### config.mk
export PLATFORM = sky130hd
export DESIGN_NAME = slave_token_receiver_flat
export DESIGN_NICKNAME = d
export VERILOG_FILES = /design/src/rtl/slave_token_receiver_if.sv /design/src/rtl/slave_token_receiver.sv /design/src/flat_wrapper.sv
export SDC_FILE = /design/constraint.sdc
export NUM_CORES = 1
export LEC_CHECK = 0
export CAP_MARGIN = 20
export CORE_ASPECT_RATIO = 1.25
export CORE_UTILIZATION = 55
export DETAILED_ROUTE_END_ITERATION = 10
export PLACE_DENSITY_LB_ADDON = 0.08
export SLEW_MARGIN = 20
export SYNTH_ARGS = -nofsm -noshare
export SYNTH_HDL_FRONTEND = slang
export SYNTH_SLANG_ARGS = --single-unit
### constraint.sdc
create_clock -name clk -period 4.8 [get_ports clk]
set_clock_uncertainty 0.15 [all_clocks]
set_input_delay 0.96 -clock clk [delete_from_list [all_inputs] [get_ports clk]]
set_output_delay 0.96 -clock clk [all_outputs]
set_load 0.02 [all_outputs]
### src/rtl/slave_token_receiver_if.sv
// Receive-side token bus between the SIE receive path and the device endpoint controller.
// The slave modport is the token receiver; the master modport is the SIE/controller side.
interface slave_token_receiver_if;
    logic [7:0]  RxData;
    logic        RxDataValid;
    logic        RxSOP;
    logic        RxEOP;
    logic        RxBitStuffErr;
    logic [6:0]  devAddr;
    logic        enable;
    logic        tokenValid;
    logic [3:0]  tokenPID;
    logic [3:0]  tokenEndP;
    logic        SOFRxed;
    logic [10:0] frameNum;
    logic        tokenErr;
    logic        endpMiss;
    logic        sofMissed;

    modport slave (
        input  RxData, RxDataValid, RxSOP, RxEOP, RxBitStuffErr, devAddr, enable,
        output tokenValid, tokenPID, tokenEndP, SOFRxed, frameNum, tokenErr, endpMiss, sofMissed
    );

    modport master (
        output RxData, RxDataValid, RxSOP, RxEOP, RxBitStuffErr, devAddr, enable,
        input  tokenValid, tokenPID, tokenEndP, SOFRxed, frameNum, tokenErr, endpMiss, sofMissed
    );
endinterface

### src/rtl/slave_token_receiver.sv
// Device-side USB token decoder: parses SETUP/IN/OUT/SOF, checks PID and CRC5, matches address/endpoint.
// Optional SOF watchdog enabled by defining TOKEN_RX_SOF_TIMER_EN.
module slave_token_receiver #(
    parameter int NUM_ENDP    = 4,
    parameter int SOF_TIMEOUT = 60500
) (
    input  logic                   clk,
    input  logic                   rst,
    slave_token_receiver_if.slave  bus
);

    typedef enum logic [2:0] {
        S_IDLE,
        S_PID,
        S_B1,
        S_B2,
        S_WAIT_EOP,
        S_CHECK,
        S_DROP
    } state_t;

    localparam logic [3:0] PID_OUT   = 4'h1;
    localparam logic [3:0] PID_IN    = 4'h9;
    localparam logic [3:0] PID_SOF   = 4'h5;
    localparam logic [3:0] PID_SETUP = 4'hD;

    state_t      r_state;
    logic [3:0]  r_pid;
    logic [7:0]  r_b1;
    logic [7:0]  r_b2;
    logic        r_err;
    logic        r_tokenValid;
    logic [3:0]  r_tokenPID;
    logic [3:0]  r_tokenEndP;
    logic        r_SOFRxed;
    logic [10:0] r_frameNum;
    logic        r_tokenErr;
    logic        r_endpMiss;

    logic [10:0] w_field;
    logic [6:0]  w_addr;
    logic [3:0]  w_endp;
    logic        w_crcOk;
    logic        w_pidOk;
    logic        w_pidKnown;
    logic        w_sofGood;

    // Residual of the 16 bits following the PID, LSB of B1 first, through x^5+x^2+1.
    function automatic logic [4:0] crc5Residual(input logic [15:0] data);
        logic [4:0] crc;
        logic       fb;
        crc = 5'b11111;
        for (int i = 0; i < 16; i++) begin
            fb  = crc[4] ^ data[i];
            crc = {crc[3:0], 1'b0} ^ (fb ? 5'b00101 : 5'b00000);
        end
        return crc;
    endfunction

    assign w_field    = {r_b2[2:0], r_b1};
    assign w_addr     = r_b1[6:0];
    assign w_endp     = {r_b2[2:0], r_b1[7]};
    assign w_crcOk    = (crc5Residual({r_b2, r_b1}) == 5'b01100);
    assign w_pidOk    = (bus.RxData[7:4] == ~bus.RxData[3:0]);
    assign w_pidKnown = (bus.RxData[3:0] == PID_OUT) || (bus.RxData[3:0] == PID_IN) ||
                        (bus.RxData[3:0] == PID_SOF) || (bus.RxData[3:0] == PID_SETUP);
    assign w_sofGood  = (r_state == S_CHECK) && !bus.RxSOP && !r_err && w_crcOk && (r_pid == PID_SOF);

`ifdef TOKEN_RX_SOF_TIMER_EN
    logic [15:0] r_sofTimer;
    logic        r_sofMissed;
    assign bus.sofMissed = r_sofMissed;
`else
    assign bus.sofMissed = 1'b0;
`endif

    always_ff @(posedge clk) begin
        if (!rst) begin
            r_state      <= S_IDLE;
            r_pid        <= '0;
            r_b1         <= '0;
            r_b2         <= '0;
            r_err        <= 1'b0;
            r_tokenValid <= 1'b0;
            r_tokenPID   <= '0;
            r_tokenEndP  <= '0;
            r_SOFRxed    <= 1'b0;
            r_frameNum   <= '0;
            r_tokenErr   <= 1'b0;
            r_endpMiss   <= 1'b0;
`ifdef TOKEN_RX_SOF_TIMER_EN
            r_sofTimer   <= '0;
            r_sofMissed  <= 1'b0;
`endif
        end else begin
            r_tokenValid <= 1'b0;
            r_SOFRxed    <= 1'b0;
            r_tokenErr   <= 1'b0;
            r_endpMiss   <= 1'b0;
`ifdef TOKEN_RX_SOF_TIMER_EN
            r_sofMissed  <= 1'b0;
`endif
            // A new start of packet always wins and silently discards whatever was in flight.
            if (bus.RxSOP) begin
                r_state <= S_PID;
                r_err   <= 1'b0;
            end else begin
                case (r_state)
                    S_IDLE: r_state <= S_IDLE;
                    S_PID: begin
                        if (bus.RxEOP) begin
                            r_err   <= 1'b1;
                            r_state <= S_CHECK;
                        end else if (bus.RxDataValid) begin
                            r_pid <= bus.RxData[3:0];
                            if (!w_pidOk) begin
                                r_err   <= 1'b1;
                                r_state <= S_WAIT_EOP;
                            end else if (w_pidKnown) begin
                                r_state <= S_B1;
                            end else begin
                                r_state <= S_DROP;
                            end
                        end
                    end
                    S_B1: begin
                        if (bus.RxEOP) begin
                            r_err   <= 1'b1;
                            r_state <= S_CHECK;
                        end else if (bus.RxDataValid) begin
                            r_b1    <= bus.RxData;
                            r_state <= S_B2;
                        end
                    end
                    S_B2: begin
                        if (bus.RxEOP) begin
                            r_err   <= 1'b1;
                            r_state <= S_CHECK;
                        end else if (bus.RxDataValid) begin
                            r_b2    <= bus.RxData;
                            r_state <= S_WAIT_EOP;
                        end
                    end
                    S_WAIT_EOP: begin
                        if (bus.RxEOP) begin
                            r_err   <= r_err | bus.RxBitStuffErr;
                            r_state <= S_CHECK;
                        end else if (bus.RxDataValid) begin
                            r_err <= 1'b1;
                        end
                    end
                    // Priority: error, SOF, address/enable filter, endpoint range, accept.
                    S_CHECK: begin
                        r_state <= S_IDLE;
                        if (r_err || !w_crcOk) begin
                            r_tokenErr <= 1'b1;
                        end else if (r_pid == PID_SOF) begin
                            r_SOFRxed  <= 1'b1;
                            r_frameNum <= w_field;
                        end else if (!bus.enable || (w_addr != bus.devAddr)) begin
                            r_tokenValid <= 1'b0;
                        end else if (int'(w_endp) >= NUM_ENDP) begin
                            r_endpMiss <= 1'b1;
                        end else begin
                            r_tokenValid <= 1'b1;
                            r_tokenPID   <= r_pid;
                            r_tokenEndP  <= w_endp;
                        end
                    end
                    S_DROP: begin
                        if (bus.RxEOP) begin
                            r_state <= S_IDLE;
                        end
                    end
                    default: r_state <= S_IDLE;
                endcase
            end
`ifdef TOKEN_RX_SOF_TIMER_EN
            // A received SOF in the same cycle as expiry suppresses the synthetic frame advance.
            if (w_sofGood) begin
                r_sofTimer <= '0;
            end else if (r_sofTimer == 16'(SOF_TIMEOUT - 1)) begin
                r_sofTimer  <= '0;
                r_sofMissed <= 1'b1;
                r_frameNum  <= r_frameNum + 11'd1;
            end else begin
                r_sofTimer <= r_sofTimer + 16'd1;
            end
`endif
        end
    end

    assign bus.tokenValid = r_tokenValid;
    assign bus.tokenPID   = r_tokenPID;
    assign bus.tokenEndP  = r_tokenEndP;
    assign bus.SOFRxed    = r_SOFRxed;
    assign bus.frameNum   = r_frameNum;
    assign bus.tokenErr   = r_tokenErr;
    assign bus.endpMiss   = r_endpMiss;

endmodule

### src/flat_wrapper.sv
// flat-port wrapper written by rule: the top's interface ports become plain ports
module slave_token_receiver_flat 
#(
    parameter int NUM_ENDP    = 4,
    parameter int SOF_TIMEOUT = 60500
)
  (clk, rst, bus_RxData, bus_RxDataValid, bus_RxSOP, bus_RxEOP, bus_RxBitStuffErr, bus_devAddr, bus_enable, bus_tokenValid, bus_tokenPID, bus_tokenEndP, bus_SOFRxed, bus_frameNum, bus_tokenErr, bus_endpMiss, bus_sofMissed);
  slave_token_receiver_if bus_i ();
  input  logic clk;
  input  logic rst;
  input wire logic [$bits(bus_i.RxData)-1:0] bus_RxData;
  input wire logic [$bits(bus_i.RxDataValid)-1:0] bus_RxDataValid;
  input wire logic [$bits(bus_i.RxSOP)-1:0] bus_RxSOP;
  input wire logic [$bits(bus_i.RxEOP)-1:0] bus_RxEOP;
  input wire logic [$bits(bus_i.RxBitStuffErr)-1:0] bus_RxBitStuffErr;
  input wire logic [$bits(bus_i.devAddr)-1:0] bus_devAddr;
  input wire logic [$bits(bus_i.enable)-1:0] bus_enable;
  output wire logic [$bits(bus_i.tokenValid)-1:0] bus_tokenValid;
  output wire logic [$bits(bus_i.tokenPID)-1:0] bus_tokenPID;
  output wire logic [$bits(bus_i.tokenEndP)-1:0] bus_tokenEndP;
  output wire logic [$bits(bus_i.SOFRxed)-1:0] bus_SOFRxed;
  output wire logic [$bits(bus_i.frameNum)-1:0] bus_frameNum;
  output wire logic [$bits(bus_i.tokenErr)-1:0] bus_tokenErr;
  output wire logic [$bits(bus_i.endpMiss)-1:0] bus_endpMiss;
  output wire logic [$bits(bus_i.sofMissed)-1:0] bus_sofMissed;
  assign bus_i.RxData = bus_RxData;
  assign bus_i.RxDataValid = bus_RxDataValid;
  assign bus_i.RxSOP = bus_RxSOP;
  assign bus_i.RxEOP = bus_RxEOP;
  assign bus_i.RxBitStuffErr = bus_RxBitStuffErr;
  assign bus_i.devAddr = bus_devAddr;
  assign bus_i.enable = bus_enable;
  assign bus_tokenValid = bus_i.tokenValid;
  assign bus_tokenPID = bus_i.tokenPID;
  assign bus_tokenEndP = bus_i.tokenEndP;
  assign bus_SOFRxed = bus_i.SOFRxed;
  assign bus_frameNum = bus_i.frameNum;
  assign bus_tokenErr = bus_i.tokenErr;
  assign bus_endpMiss = bus_i.endpMiss;
  assign bus_sofMissed = bus_i.sofMissed;
  slave_token_receiver #(.NUM_ENDP(NUM_ENDP), .SOF_TIMEOUT(SOF_TIMEOUT)) u_core (.clk(clk), .rst(rst), .bus(bus_i));
endmodule
==> results of run 1 <==
[flip-flops by register name, indices dropped and copies added, names as in the netlist]
| signal | flops |
|---|---|
| u_core.bus.tokenErr | 1 |
| u_core.r_b2 | 8 |
| u_core.bus.endpMiss | 1 |
| u_core.bus.tokenEndP | 4 |
| u_core.r_b1 | 8 |
| u_core.bus.frameNum | 11 |
| u_core.bus.SOFRxed | 1 |
| u_core.bus.tokenValid | 1 |
| u_core.r_pid | 4 |
| u_core.bus.tokenPID | 4 |
| u_core.r_state | 3 |
| u_core.r_err | 1 |
[stage by stage]
step	cells	area, µm²	util
2_1_floorplan	243	2380	-
3_3_place_gp	326	2780	0.674
3_5_place_dp	326	2780	0.674
4_1_cts	334	2890	0.699
5_1_grt	334	2890	0.699
6_report	334	2890	0.699
[worst reg2reg max path, cell delays in order (launching register included)]
cell and delay (ns):
dfxtp_1 0.59, xnor2_4 0.18, xnor3_1 0.43, or3_4 0.35, a2111o_1 0.60, and3_1 0.26
[power by group]
part	switching (mW)	internal, mW
clock network	0.131	0.131
registers	0.00299	0.392
logic	0.0260	0.0280
total	0.160	0.551
[final cells by class]
class	count	area, µm²	area share
multi-input cells	174	1310	0.452
flip-flops and latches	47	941	0.326
repair buffers	46	455	0.158
clock buffers	7	96.3	0.0334
well taps	56	70.1	0.0243
inverters	3	11.3	0.00390
clock inverters	1	7.51	0.00260
[worst paths after layout]
check | end | start | slack (ns)
worst min register to register | u_core.bus.tokenPID[2]$_SDFFE_PN0P_ | u_core.bus.tokenPID[2]$_SDFFE_PN0P_ | 0.31
worst max-delay path | u_core.r_b2[6]$_SDFFE_PN0P_ | bus_RxEOP | 1.82
worst min-delay path | u_core.bus.tokenPID[2]$_SDFFE_PN0P_ | u_core.bus.tokenPID[2]$_SDFFE_PN0P_ | 0.31
worst max register to register | u_core.bus.tokenEndP[3]$_SDFFE_PN0P_ | u_core.r_b1[1]$_SDFFE_PN0P_ | 2.15
[per-layer routing]
metal	vias to the layer above	routed length, µm
li1	883	-
met5	-	0
met2	39	2230
met1	805	2210
met3	8	125
met4	0	84
[cells by family after synthesis]
group           after synthesis
other cells                   1
compound gates               19
flops                        47
buf+inv                      22
simple gates                 94
mux                          33
xor+xnor                     27
[cell usage in the layout (no fill, tap or decap), types with 2 or more instances in the layout]
| cell type | netlist | layout |
|---|---|---|
| or3_1 | 2 | 2 |
| nand2_1 | 41 | 41 |
| xnor3_1 | 3 | 3 |
| inv_1 | 3 | 3 |
| clkbuf_8 | 0 | 7 |
| mux2i_1 | 33 | 33 |
| a21boi_0 | 4 | 4 |
| a21oi_1 | 4 | 4 |
| nor2b_1 | 20 | 20 |
| nor2_1 | 2 | 2 |
| and4_1 | 2 | 2 |
| nand3_1 | 6 | 6 |
| buf_4 | 4 | 2 |
| dfxtp_1 | 47 | 47 |
| nand2b_1 | 2 | 2 |
| and3_1 | 3 | 3 |
| xor2_1 | 11 | 11 |
| xnor2_1 | 10 | 10 |
| nor3_1 | 7 | 7 |
| nand4_1 | 2 | 2 |
| clkdlybuf4s50_1 | 0 | 44 |
==> flow_summary.ini, run 1 <==
[logic_synthesis]
muxShareOfSynthArea = 0.139
yosys.area.top_type = dfxtp_1
syn_inst = 243
synthesis.nets = 265
yosysSeqAreaShare = 0.395
synth_top_family_by_area = simple AND/OR/NAND/NOR gates
ys_warn_count = 0
synth-xor-area-share = 0.138
async_reset_ff_frac = 0
synth_compound_area_frac = 0.0610
synthFlopType = dfxtp_1
ys_types = 45
synth-edff-count = 0
synthSimpleGateAreaFrac = 0.209
synth_fa_ha_area_frac = 0
synth_area_per_cell_um2 = 9.79
synth_area_leaders = dfxtp_1 (40%), mux2i_1 (14%), nand2_1 (6.5%), nor2b_1 (5.3%), xor2_1 (4.0%)
ys_seq_elements = 47
ys_top_cells_by_count = dfxtp_1 (47), nand2_1 (41), mux2i_1 (33), nor2b_1 (20), xor2_1 (11)
yosysMostFrequentCell = dfxtp_1
synthesis.area_um2 = 2380
synth_top_area_share = 0.395

[setup_path]
crit_path_end_kind = flop
cp_max_fo = 8
cp_cell_sequence = clkdlybuf4s50_1 > nand2b_1 > nor3_1 > and3_1 > mux2i_1 > nor2b_1
worstSetupPathType = in2reg
critPathSlowestCell = and3_1
crit_arrival_ns = 3.04
start_kind = primary input
crit_required_ns = 4.85
slowest_delay_ns = 0.59
crit_buf_inv = 1
r2r_cells = 5
path_delay_family = simple AND/OR/NAND/NOR gates
crit_cells = 6

[global_routing]
grt_overflow = 0
grt_pass1_vias = 1612
grt_busiest_layer = met2
grt_pass1_wl_mm = 7.46
grt.met3_usage = 0.0407
use_met1 = 0.283
use_met2 = 0.366
antenna_found_initial = 0
grtUsageTotal = 0.221
grt_max_degree = 57

[cells_and_area]
drive_gt1_frac = 0.0647
fillCellCount = 351
n_antenna_cell = 0
area_growth_pct = 21.3
nets = 299

[hold_path]
worstHoldPathType = reg2reg
holdPathStages = 2

[drt]
dr.first_iter.drc_count = 78
routedWlPerCell_um = 13.9
drc_errors = 0
via_per_inst = 5.19
dr.pass1.iters = 4
routed_wl_mm = 4.65
vias = 1735
postRouteAntennaNets = 0

[sta]
hold_violations = 0
holdWs_ns = 0.311
setup_viol = 0
finalSetupTns_ns = 0
period_minus_slack_ns = 2.98
worst_pin_slew_ns = 0.599
slew-limit-headroom = 0.597
fmax_mhz = 335
rsz0062_at_grt = no
period_share = 0.622
finalWorstSetupSlack_ns = 1.82
slew_viol_final = 0

[floorplanning]
rows = 26
initial_core_util = 0.576
die_x_um = 60.8
fp.dieArea_um2 = 4600
io_pins = 46
core_um2 = 4130
dieHeight_um = 75.5

[flow_run]
maxCapViolations = 0

[clock_network]
htree_levels = 2
clock_sink_count = 47
cts_resized = 0
cts_tree = yes
cts.hold.buffers_added = 0
root_buffer = clkbuf_8
cts_setup_buffers = 0
path_clk_slew_ns = 0.09
cts_made_buffers = 5
cts_buffer_depth = 2
clock_latency_ns = 0.30

[placed_design]
gp_congestion = 0.801
dpl_worst_slack_ns = 1.50
io_buffer_count = 44
hpwlAfterDp_mm = 3.39

[run_status]
status = finished clean

[power]
leakagePower_nw = 1.10
peakVddDrop_uv = 176
powerDensity_nw_per_um2 = 246
power_mw = 0.711
Power figures use the tool's default switching activity.
==> run 2: changes to the inputs <==
Settings changed: CORE_UTILIZATION 55 to 46.
Clock period 4.8 ns to 2.6 ns, I/O delays scaled along.
==> flow_summary.ini, run 2 (synthesis results as in run 1) <==
[setup_path]
cp-startpoint = u_core.r_b2[0]$_SDFFE_PN0P_
r2r_cells = 5
slowest_delay_ns = 0.60
crit_buf_inv = 0
crit_required_ns = 2.65
r2r_setup_slack_ns = 0.10
reg2reg_from = u_core.r_b2[0]$_SDFFE_PN0P_
cp_max_fo = 8
cp_cell_sequence = xnor3_1 > xnor2_1 > or3_4 > a2111o_1 > and3_1
worstSetupPathType = reg2reg
crit_cells = 5
critPathSlowestCell = a2111o_1
crit_arrival_ns = 2.55
path_delay_family = simple AND/OR/NAND/NOR gates
crit_path_end_kind = flop
worstSetupEndpoint = u_core.bus.tokenEndP[2]$_SDFFE_PN0P_
start_kind = flop
r2r_end = u_core.bus.tokenEndP[2]$_SDFFE_PN0P_

[global_routing]
grt_max_degree = 56
grtUsageTotal = 0.201
grt_pass1_wl_mm = 8.10
grt_overflow = 0
antenna_found_initial = 0
grt_pass1_vias = 1656

[cells_and_area]
fillCellCount = 454
final_cell_mix = dfxtp_1 (47), clkdlybuf4s50_1 (44), nand2_1 (41), mux2i_1 (33), nor2b_1 (20)
final_core_util = 0.629
multi_input_area_um2 = 1310
drive_gt1_frac = 0.113
largest_reg_flops = 11
seqCellArea_um2 = 941
n_antenna_cell = 0
nets = 314
layout_commonest_cell = dfxtp_1
area_growth_pct = 28.7

[sta]
hold_violations = 0
finalSetupTns_ns = 0
period_share = 0.961
rsz0062_at_grt = no
period_minus_slack_ns = 2.50
slew_viol_final = 0
finalWorstSetupSlack_ns = 0.101
setup_viol = 0
fmax_mhz = 400

[placed_design]
io_buffer_count = 44
dpl_worst_slack_ns = 0.0572
gp_congestion = 0.785
hpwlAfterDp_mm = 3.71

[drt]
via_per_inst = 5.04
vias = 1780
dr.first_iter.drc_count = 81
drc_errors = 0
routedWlPerCell_um = 14.3
routed_wl_mm = 5.05
dr.pass1.iters = 4
postRouteAntennaNets = 0

[clock_network]
path_clk_slew_ns = 0.09
htree_levels = 2
cts_made_buffers = 5
root_buffer = clkbuf_8
cts.hold.buffers_added = 0
clock_latency_ns = 0.30
cts_resized = 0
cts_setup_buffers = 0
cts_tree = yes
cts_buffer_depth = 2
clock_sink_count = 47

[floorplanning]
dieHeight_um = 82.4
die_x_um = 66.3
io_pins = 46
initial_core_util = 0.489
fp.dieArea_um2 = 5470
core_um2 = 4870
rows = 28

[power]
peakVddDrop_uv = 304
leakagePower_nw = 1.20
powerDensity_nw_per_um2 = 483

[flow_run]
maxCapViolations = 0

[run_status]
status = finished clean

[hold_path]
worstHoldPathType = reg2reg
run 2: tightest hold or removal path: cells and delay by family (launching register included):
| kind | cells | cell delay, ns |
|---|---|---|
| flops | 1 | 0.32 |
| simple gates | 1 | 0.05 |
| mux | 1 | 0.05 |
run 2: metal layers:
layer	GRT usage	wire (µm)
met5	0	0
met4	0.0702	85
met3	0.0426	152
met2	0.332	2390
met1	0.258	2430
run 2: cell type report:
class | count | area share
multi-input combinational | 174 | 0.426
sequential | 47 | 0.307
timing repair buffer | 61 | 0.194
tap | 60 | 0.0245
clock buffer | 5 | 0.0225
clock inverter | 3 | 0.0221
inverter | 3 | 0.00368
run 2: worst min path at each step:
stage                                                   start                                   to  slack (ns)  depth (start not counted)
after floorplan                  u_core.r_pid[1]$_SDFFE_PN0P_  u_core.bus.tokenPID[1]$_SDFFE_PN0P_        0.29                          2
after global placement    u_core.bus.frameNum[4]$_SDFFE_PN0P_  u_core.bus.frameNum[4]$_SDFFE_PN0P_        0.29                          2
after detailed placement  u_core.bus.frameNum[0]$_SDFFE_PN0P_  u_core.bus.frameNum[0]$_SDFFE_PN0P_        0.30                          2
after CTS                 u_core.bus.frameNum[4]$_SDFFE_PN0P_  u_core.bus.frameNum[4]$_SDFFE_PN0P_        0.31                          2
after global routing      u_core.bus.frameNum[9]$_SDFFE_PN0P_  u_core.bus.frameNum[9]$_SDFFE_PN0P_        0.33                          2
final                     u_core.bus.frameNum[4]$_SDFFE_PN0P_  u_core.bus.frameNum[4]$_SDFFE_PN0P_        0.31                          2
run 2: power breakdown:
part	total, mW	internal [mW]	switching [mW]
logic	0.109	0.0587	0.0499
registers	0.729	0.723	0.00583
clock network	0.642	0.384	0.258
total	1.48	1.17	0.314
run 2: through the flow:
step | power, mW | hold slack, ns | instances | instance area [µm²]
2_1_floorplan | 0.797 | 0.293 | 243 | 2380
3_3_place_gp | 0.853 | 0.292 | 345 | 2930
5_1_grt | 1.53 | 0.332 | 353 | 3060
6_report | 1.48 | 0.310 | 353 | 3060
3_5_place_dp | 0.854 | 0.297 | 345 | 2930
4_1_cts | 1.49 | 0.312 | 353 | 3060
